==> src/rtl/pool_sched_pkg.sv <==
// pool_sched_pkg: shared definitions for the 2x2/stride-2 max-pool sequencer.
// Holds default sizes, one-hot FSM state encodings and bus select codes.
package pool_sched_pkg;

    // Default datapath / map sizes
    localparam int DATA_W_DEF = 20;
    localparam int IN_DIM_DEF = 64;
    localparam int AW_DEF     = 12;

    // One-hot state bit positions
    localparam int ST_IDLE  = 0;
    localparam int ST_ARB   = 1;
    localparam int ST_READ  = 2;
    localparam int ST_DRAIN = 3;
    localparam int ST_WRITE = 4;

    typedef enum logic [4:0] {
        S_IDLE  = 5'b00001,
        S_ARB   = 5'b00010,
        S_READ  = 5'b00100,
        S_DRAIN = 5'b01000,
        S_WRITE = 5'b10000
    } state_e;

    // Layer-memory bus select codes
    localparam logic [2:0] CSEL_IDLE = 3'b000;
    localparam logic [2:0] CSEL_L0   = 3'b001;
    localparam logic [2:0] CSEL_L1   = 3'b011;

endpackage

==> src/rtl/pool_max_reg.sv <==
// pool_max_reg: running-max register for one 2x2 pooling window.
// Ports: clk, reset (sync, active-high); cap_en captures sample this cycle;
// cap_first loads unconditionally (first sample of a window);
// sample is the signed input; max_nxt is the value max holds after this edge.
// Optional: define POOL_RELU_EN to clamp negative samples to 0 before compare.
module pool_max_reg
    import pool_sched_pkg::*;
#(
    parameter int DATA_W = DATA_W_DEF
)(
    input  logic              clk,
    input  logic              reset,
    input  logic              cap_en,
    input  logic              cap_first,
    input  logic [DATA_W-1:0] sample,
    output logic [DATA_W-1:0] max_nxt
);

    logic signed [DATA_W-1:0] s_in;
    logic signed [DATA_W-1:0] max_q;

    always_comb begin
        s_in = $signed(sample);
`ifdef POOL_RELU_EN
        if (s_in[DATA_W-1])
            s_in = '0;
`endif
    end

    // Ties keep the held value: only a strictly greater sample replaces it.
    always_comb begin
        max_nxt = max_q;
        if (cap_en && (cap_first || (s_in > max_q)))
            max_nxt = s_in;
    end

    always_ff @(posedge clk) begin
        if (reset)
            max_q <= '0;
        else
            max_q <= max_nxt;
    end

endmodule

==> src/rtl/pool_sched.sv <==
// pool_sched: 2x2/stride-2 max-pool sequencer, layer0 (IN_DIMxIN_DIM) to
// layer1 (IN_DIM/2 square) over the shared layer-memory bus.
// Ports: clk, reset (sync, active-high), start pulse, busy, done pulse;
// mem_req/mem_gnt arbiter handshake, win_active (grant must stay stable);
// csel bus select, crd/caddr_rd/cdata_rd read port (data 1 cycle after crd),
// cwr/caddr_wr/cdata_wr write port.
// Optional: POOL_RELU_EN (in pool_max_reg) clamps negative samples to 0.
module pool_sched
    import pool_sched_pkg::*;
#(
    parameter int DATA_W = DATA_W_DEF,
    parameter int IN_DIM = IN_DIM_DEF,
    parameter int AW     = AW_DEF
)(
    input  logic              clk,
    input  logic              reset,
    input  logic              start,
    output logic              busy,
    output logic              done,
    output logic              mem_req,
    input  logic              mem_gnt,
    output logic              win_active,
    output logic [2:0]        csel,
    output logic              crd,
    output logic [AW-1:0]     caddr_rd,
    input  logic [DATA_W-1:0] cdata_rd,
    output logic              cwr,
    output logic [AW-1:0]     caddr_wr,
    output logic [DATA_W-1:0] cdata_wr
);

    localparam int LG = $clog2(IN_DIM);
    localparam int HW = LG - 1;
    localparam int WA = 2 * HW;

    state_e          state;
    logic [HW-1:0]   r;
    logic [HW-1:0]   c;
    logic [1:0]      k;
    logic [1:0]      k_inc;
    logic [WA-1:0]   win_nxt;
    logic            last_win;
    logic            cap_en;
    logic            cap_first;
    logic [DATA_W-1:0] max_nxt;

    assign k_inc    = k + 2'd1;
    assign win_nxt  = {r, c} + WA'(1);
    assign last_win = &{r, c};

    // Read data lands one cycle after each crd: READ k=1..3 and DRAIN.
    assign cap_en    = (state == S_READ && k != 2'd0) || (state == S_DRAIN);
    assign cap_first = (state == S_READ && k == 2'd1);

    pool_max_reg #(
        .DATA_W    (DATA_W)
    ) u_max (
        .clk       (clk),
        .reset     (reset),
        .cap_en    (cap_en),
        .cap_first (cap_first),
        .sample    (cdata_rd),
        .max_nxt   (max_nxt)
    );

    // IN_DIM is a power of two, so base + {0,1,IN_DIM,IN_DIM+1}[k]
    // is the bit concatenation {r, k[1], c, k[0]}; the write address
    // r*(IN_DIM/2)+c is {r, c}.
    always_ff @(posedge clk) begin
        if (reset) begin
            state      <= S_IDLE;
            busy       <= 1'b0;
            done       <= 1'b0;
            mem_req    <= 1'b0;
            win_active <= 1'b0;
            csel       <= CSEL_IDLE;
            crd        <= 1'b0;
            cwr        <= 1'b0;
            caddr_rd   <= '0;
            caddr_wr   <= '0;
            cdata_wr   <= '0;
            r          <= '0;
            c          <= '0;
            k          <= '0;
        end else begin
            done <= 1'b0;
            unique case (1'b1)
                state[ST_IDLE]: begin
                    if (start) begin
                        state   <= S_ARB;
                        busy    <= 1'b1;
                        mem_req <= 1'b1;
                        r       <= '0;
                        c       <= '0;
                    end
                end
                state[ST_ARB]: begin
                    if (mem_gnt) begin
                        state      <= S_READ;
                        k          <= 2'd0;
                        crd        <= 1'b1;
                        csel       <= CSEL_L0;
                        win_active <= 1'b1;
                        caddr_rd   <= AW'({r, 1'b0, c, 1'b0});
                    end
                end
                state[ST_READ]: begin
                    if (k == 2'd3) begin
                        state <= S_DRAIN;
                        crd   <= 1'b0;
                        csel  <= CSEL_IDLE;
                    end else begin
                        k        <= k_inc;
                        caddr_rd <= AW'({r, k_inc[1], c, k_inc[0]});
                    end
                end
                state[ST_DRAIN]: begin
                    // max_nxt already includes the last sample.
                    state    <= S_WRITE;
                    cwr      <= 1'b1;
                    csel     <= CSEL_L1;
                    caddr_wr <= AW'({r, c});
                    cdata_wr <= max_nxt;
                end
                state[ST_WRITE]: begin
                    cwr        <= 1'b0;
                    csel       <= CSEL_IDLE;
                    win_active <= 1'b0;
                    {r, c}     <= win_nxt;
                    if (last_win) begin
                        state   <= S_IDLE;
                        busy    <= 1'b0;
                        done    <= 1'b1;
                        mem_req <= 1'b0;
                    end else begin
                        state <= S_ARB;
                    end
                end
                default: begin
                    state <= S_IDLE;
                end
            endcase
        end
    end

endmodule

==> config.mk <==
export PLATFORM = sky130hd
export DESIGN_NAME = pool_sched
export DESIGN_NICKNAME = d
export VERILOG_FILES = /design/src/rtl/pool_sched_pkg.sv /design/src/rtl/pool_max_reg.sv /design/src/rtl/pool_sched.sv
export SDC_FILE = /design/constraint.sdc
export NUM_CORES = 1
export LEC_CHECK = 0
export BUFFER_PORTS_ARGS = -buffer_cell sky130_fd_sc_hd__buf_2
export CAP_MARGIN = 20
export CORE_MARGIN = 4
export CORE_UTILIZATION = 55
export DETAILED_ROUTE_END_ITERATION = 10
export PLACE_DENSITY = 0.84
export SLEW_MARGIN = 40
export SYNTH_ARGS = -nofsm -noshare
export SYNTH_HDL_FRONTEND = slang
export SYNTH_HIERARCHICAL = 1
export SYNTH_SLANG_ARGS = --single-unit
export TNS_END_PERCENT = 1
==> constraint.sdc <==
create_clock -name clk -period 3.5 [get_ports clk]
set_input_delay 0.35 -clock clk [delete_from_list [all_inputs] [get_ports clk]]
set_output_delay 0.35 -clock clk [all_outputs]
set_load 0.01 [all_outputs]
Word level (Yosys, flattened, before mapping)
Index checks and enable logic that the tools add are counted.
{"block": "totals", "in_bits": 24, "output_inout_bits": 53, "regBits": 87, "word_cells": 73}
{"block": "op_classes", "eq_ne": 9, "n_mux": 27, "order_cmp": 1, "n_reduce_logical": 19, "bitwise": 1, "n_addsub": 2}
{"cell": "one-hot mux 5 bit (5 select lines)", "count": 1}
{"cell": "2-to-1 mux 12 bit", "count": 2}
{"cell": "one-hot mux 12 bit (2 select lines)", "count": 1}
{"cell": "> comparator 20 bit", "count": 1}
{"cell": "2-to-1 mux 20 bit", "count": 1}
{"cell": "one-hot mux 5 bit (2 select lines)", "count": 2}
{"cell": "one-hot mux 3 bit (4 select lines)", "count": 1}
{"cell": "AND reduction 3 bit", "count": 4}
{"cell": "adder 10 x 1 -> 10 bit (second input constant)", "count": 1}
{"cell": "AND reduction 10 bit", "count": 1}
{"cell": "nonzero test 2 bit", "count": 5}
{"cell": "2-to-1 mux 3 bit", "count": 3}
{"cell": "2-to-1 mux 2 bit", "count": 4}
{"cell": "one-hot mux 1 bit (2 select lines)", "count": 4}
{"cell": "!= test 2 bit (second input constant)", "count": 3}
{"cell": "== test 5 x 3 -> 1 bit (second input constant)", "count": 1}
{"cell": "== test 5 x 4 -> 1 bit (second input constant)", "count": 1}
{"cell": "2-to-1 mux 1 bit", "count": 5}
{"cell": "2-to-1 mux 5 bit", "count": 1}
{"cell": "2-to-1 mux 4 bit", "count": 1}
{"cell": "!= test 2 x 1 -> 1 bit (second input constant)", "count": 2}
{"cell": "one-hot mux 2 bit (2 select lines)", "count": 1}
{"cell": "AND reduction 2 bit", "count": 2}
{"cell": "nonzero test 4 bit", "count": 1}
{"cell": "other kinds (7)", "count": 10}

Depth between registers and ports, before layout
{"block": "depth", "depth_word": 5, "ltp_mapped": 14, "depth_no_buf": 12}

By module
Netlist, hierarchy kept.
{"module": "pool_sched", "n_inst": 1, "cells_per_inst": 266, "area_each_um2": 2610.0, "seq_area_each_um2": 1281.2}
{"module": "pool_max_reg", "n_inst": 1, "cells_per_inst": 192, "area_each_um2": 1747.9, "seq_area_each_um2": 400.4}

Least setup slack after synthesis
OpenSTA, ideal clock, no wires.
{"block": "synth_path", "kind": "register to register", "start": "register, netlist name caddr_rd[0]", "end": "register cdata_wr[0]", "synth_period_minus_slack_ns": 2.600, "required_ns": 3.372, "setup_slack_ns": 0.900, "n_path_buf": 1, "setup_ns": 0.128, "arrival_ns": 2.473, "path_stages_with_launch": 14, "cell_sequence": "dfxtp_1 inv_1 ha_1 nor3_1 a21oi_1 nor4_1 nand2_1 a31o_2 o21ai_1 clkbuf_1 nor3_2 mux2_1 mux2i_1 nor2_1"}
{"item": "end signal: assignment", "line_no": "pool_sched.sv:123", "source": "cdata_wr <= max_nxt;"}
{"item": "end: declaration", "line_no": "pool_sched.sv:29", "source": "output logic [DATA_W-1:0] cdata_wr"}

Worst setup path in the final report
{"block": "layout_path", "start": "register state[2]", "end": "register cdata_wr[11]"}
{"block": "layout_between", "elab_chain_len": 5, "elab_cells_between_ends": 8, "classes_between": "eq/ne (2); mux (1); reduce/logical (5)"}
{"item": "start: declaration", "line_no": "pool_sched.sv:36", "source": "state_e state;"}
{"item": "start signal: assignment", "line_no": "pool_sched.sv:71", "source": "state <= S_IDLE;"}
{"item": "start signal: assignment", "line_no": "pool_sched.sv:90", "source": "state <= S_ARB;"}
{"item": "start signal: assignment", "line_no": "pool_sched.sv:99", "source": "state <= S_READ;"}
{"item": "== test 5 x 3 -> 1 bit", "line_no": "pool_sched.sv:52", "source": "assign cap_en = (state == S_READ && k != 2'd0) || (state == S_DRAIN);"}
{"item": "logical AND 1 bit", "line_no": "pool_sched.sv:52"}
{"item": "logical OR 1 bit *", "line_no": "pool_sched.sv:52"}
{"item": "via cap_en", "line_no": "pool_sched.sv:43", "source": "logic cap_en;"}
{"item": "logical AND 1 bit *", "line_no": "pool_max_reg.sv:33", "source": "if (cap_en && (cap_first || (s_in > max_q)))"}
{"item": "2-to-1 mux 20 bit *", "line_no": "pool_max_reg.sv:33"}
{"item": "via max_nxt[11]", "line_no": "pool_sched.sv:45", "source": "logic [DATA_W-1:0] max_nxt;"}
The timed path passes the listed nets; every way through them passes the cells marked *.
A chain may end at the register's enable or synchronous reset.

==> out/results.ini <==
[floorplan]
start_util = 0.564
dieHeight_um = 97.0
row_count = 32
fp.coreArea_sq_mm = 0.00773
die_area_sq_mm = 0.00941
dieWidth_um = 97.0
io_pins = 77

[timing]
rsz0062_at_grt = no
hold-worst-slack_ns = 0.265
finClkSkew_ns = 0.00830
worst-slew-pin-transition_ns = 0.705
drv_slew = 0
setup_tns_ns = 0
finalSetupViolCount = 0
period_share = 0.861
fin_crit_ns = 3.01
relSlewSlack = 0.530
hold_viol_final = 0
max_freq_mhz = 332

[synthesis]
synth_edf_count = 0
ys.flop_type = dfxtp_1
synth-compound-area-share = 0.138
yosys.area_share.simple = 0.218
synthArstFlopShare = 0
muxShareOfSynthArea = 0.107
synthCells = 458
yosys_warnings = 6
netlist_top_cells_count = dfxtp_1, nor2_1, mux2i_1, nand2_1, inv_1
synth.most_common_cell = dfxtp_1
netlist.area_leader.share = 0.386
synth_area_sq_mm = 0.00436
synth_xor_area_frac = 0.0141
yosysSeqAreaShare = 0.386
synth_area_leaders = dfxtp_1, mux2i_1, ha_1, nor2_1, or4_4
synth_top_family_by_area = simple AND/OR/NAND/NOR gates
ys_ff_latch = 84
avgSynthCellArea_sq_um = 9.52
netlist-cell-type-count = 51
synth.largest_area_cell = dfxtp_1
synth_fa_ha_area_frac = 0.0689

[clocking]
cts_max_path_buffers = 2
cts_setup_buffers = 0
hold_buffers = 0
cts_buffers = 9
clk_pin_slew_ns = 0.10
clk_latency_ns = 0.36
cts.sinks = 84
cts_root_buf = clkbuf_8
cts_resized = 0
cts_htree_levels = 3
cts_tree = built

[final_layout]
seqCellArea_sq_mm = 0.00168
synthToLayoutAreaGrowth_pct = 13.3
fill_cells = 636
multiInputGateArea_sq_mm = 0.00240
layout-drive-gt1-share = 0.308
final_nets = 566
antennaDiodeCount = 0

[place]
io_buffers = 73
finalWeightedCongestion = 0.847
place_hpwl_um = 6590

[critical_path]
crit_path_end_kind = flip-flop
worstPathArrival_ns = 3.26
critPathRequiredTime_ns = 3.74
cp-start-kind = flip-flop
rr_endpoint = cdata_wr[11]
cp_max_fo = 32
r2r_cells = 13
critPathKind = flip-flop to flip-flop
r2r-start = state[2]
rrSetupSlack_ns = 0.49

[run_status]
status = complete, no violations

[pwr]
leakage_nw = 2.12
powerDensity_mw_per_mm2 = 364
peakVddDrop_mv = 0.277

[routing]
avgViaCountPerCell = 5.46
drtPass1Iterations = 5
wl_per_cell_um = 14.7
route.antenna.remaining_nets = 0
drc_errors = 0
initialDrtViolationCount = 107
vias = 3413
wl_um = 9170

[worst_hold_path]
hold_depth = 3
hold_path_class = input port to flip-flop
hold_end = u_max/max_q[9]
min-delay-start = cdata_rd[9]

[global_route]
grt_pass1_vias = 3378
gr-total-overflow = 0
antenna_found_initial = 0
grt_usage = 0.197
grt_pass1_wl_um = 15600
grt_max_degree = 40

[job]
maxCapViolCount = 0

area by class of cell:
type / instances / area share
Tap cell: 102 / 0.0258
Multi-Input combinational cell: 318 / 0.487
Clock buffer: 9 / 0.0251
Inverter: 25 / 0.0190
Sequential cell: 84 / 0.341
Clock inverter: 7 / 0.0155
Timing Repair Buffer: 80 / 0.0872
cells in the final DEF, fill, tap and decap left out, types with 2 or more instances in the layout:
cell type,netlist,layout
ha_1,24,24
nand2b_1,6,6
or2_2,2,2
nand2_1,35,35
inv_1,25,25
nand3_1,4,4
nor2b_1,6,6
nand3b_1,2,2
inv_8,0,3
o21ai_2,1,2
and3_1,3,3
o21ai_0,4,4
nor4b_4,2,2
clkbuf_8,0,9
nand4_1,3,3
o31ai_1,9,9
buf_4,7,6
inv_6,0,2
o21ai_1,4,3
nor2_1,60,60
nor3_1,7,7
nor4_1,2,2
dfxtp_1,84,83
conb_1,1,3
nor4_4,2,2
nand4_2,2,2
or4_4,19,19
a22oi_1,2,2
a21o_1,2,2
a21oi_1,17,17
mux2i_1,43,43
o31ai_2,10,10
a21oi_2,19,19
a31oi_1,2,2
buf_2,9,73
o211ai_1,2,2
xnor2_1,7,7
worst max path at each step:
stage	from	end	slack, ns	cells after the start
after CTS	state[2]	cdata_wr[11]	0.51	13
after floorplan	caddr_rd[0]	cdata_wr[0]	0.90	13
after global placement	state[2]	cdata_wr[11]	0.69	13
after global routing	state[2]	cdata_wr[11]	0.23	13
after detailed placement	state[2]	cdata_wr[3]	0.53	13
final	state[2]	cdata_wr[11]	0.49	13
worst max-delay path, stage by stage, from the launching register on:
cell	delay [ns]
dfxtp_1	0.57
inv_1	0.14
nor3_1	0.19
a21oi_1	0.06
nor4_1	0.21
buf_4	0.17
nand2_1	0.05
a31o_2	0.25
o21ai_2	0.34
buf_4	0.42
or4_4	0.20
nand2_1	0.06
mux2i_1	0.15
nor2_1	0.06
metal layers:
metal | vias up | wire (um) | GRT usage
met2 | 75 | 4480 | 0.344
met1 | 1610 | 4040 | 0.234
met4 | 0 | 108 | 0.0475
met5 | - | 0 | 0
li1 | 1716 | - | -
met3 | 12 | 533 | 0.0649
flip-flops by register name, summed over array words and instances (netlist names):
name / flops
cdata_wr: 20
u_max/max_q: 20
caddr_rd: 12
caddr_wr: 10
c: 5
r: 5
state: 5
csel: 2
crd: 1
cwr: 1
done: 1
mem_req: 1
win_active: 1
through the flow:
stage | utilization | total power [mW] | cells | cell area (sq um) | worst slack [ns]
5_1_grt | 0.639 | 1.87 | 625 | 4940 | 0.230
6_report | 0.639 | 1.80 | 625 | 4940 | 0.486
3_5_place_dp | 0.613 | 1.13 | 609 | 4740 | 0.534
2_1_floorplan | - | 1.08 | 460 | 4370 | 0.900
3_3_place_gp | 0.613 | 1.12 | 609 | 4740 | 0.691
4_1_cts | 0.639 | 1.81 | 625 | 4940 | 0.512
kinds of logic (layout without fill, tap and decap cells):
kind of cell | Yosys count | in the layout
other cells | 1 | 3
buf+inv | 58 | 121
mux | 45 | 45
simple gates | 161 | 161
flops | 84 | 84
xor+xnor | 7 | 7
compound gates | 78 | 78
fa+ha+maj | 24 | 24
report_power, final:
part | switching [mW] | internal [mW] | total [mW]
combinational | 0.0796 | 0.0526 | 0.132
sequential | 0.00970 | 0.962 | 0.972
clock | 0.410 | 0.285 | 0.695
total | 0.499 | 1.30 | 1.80
Power figures use the tool's default switching activity.
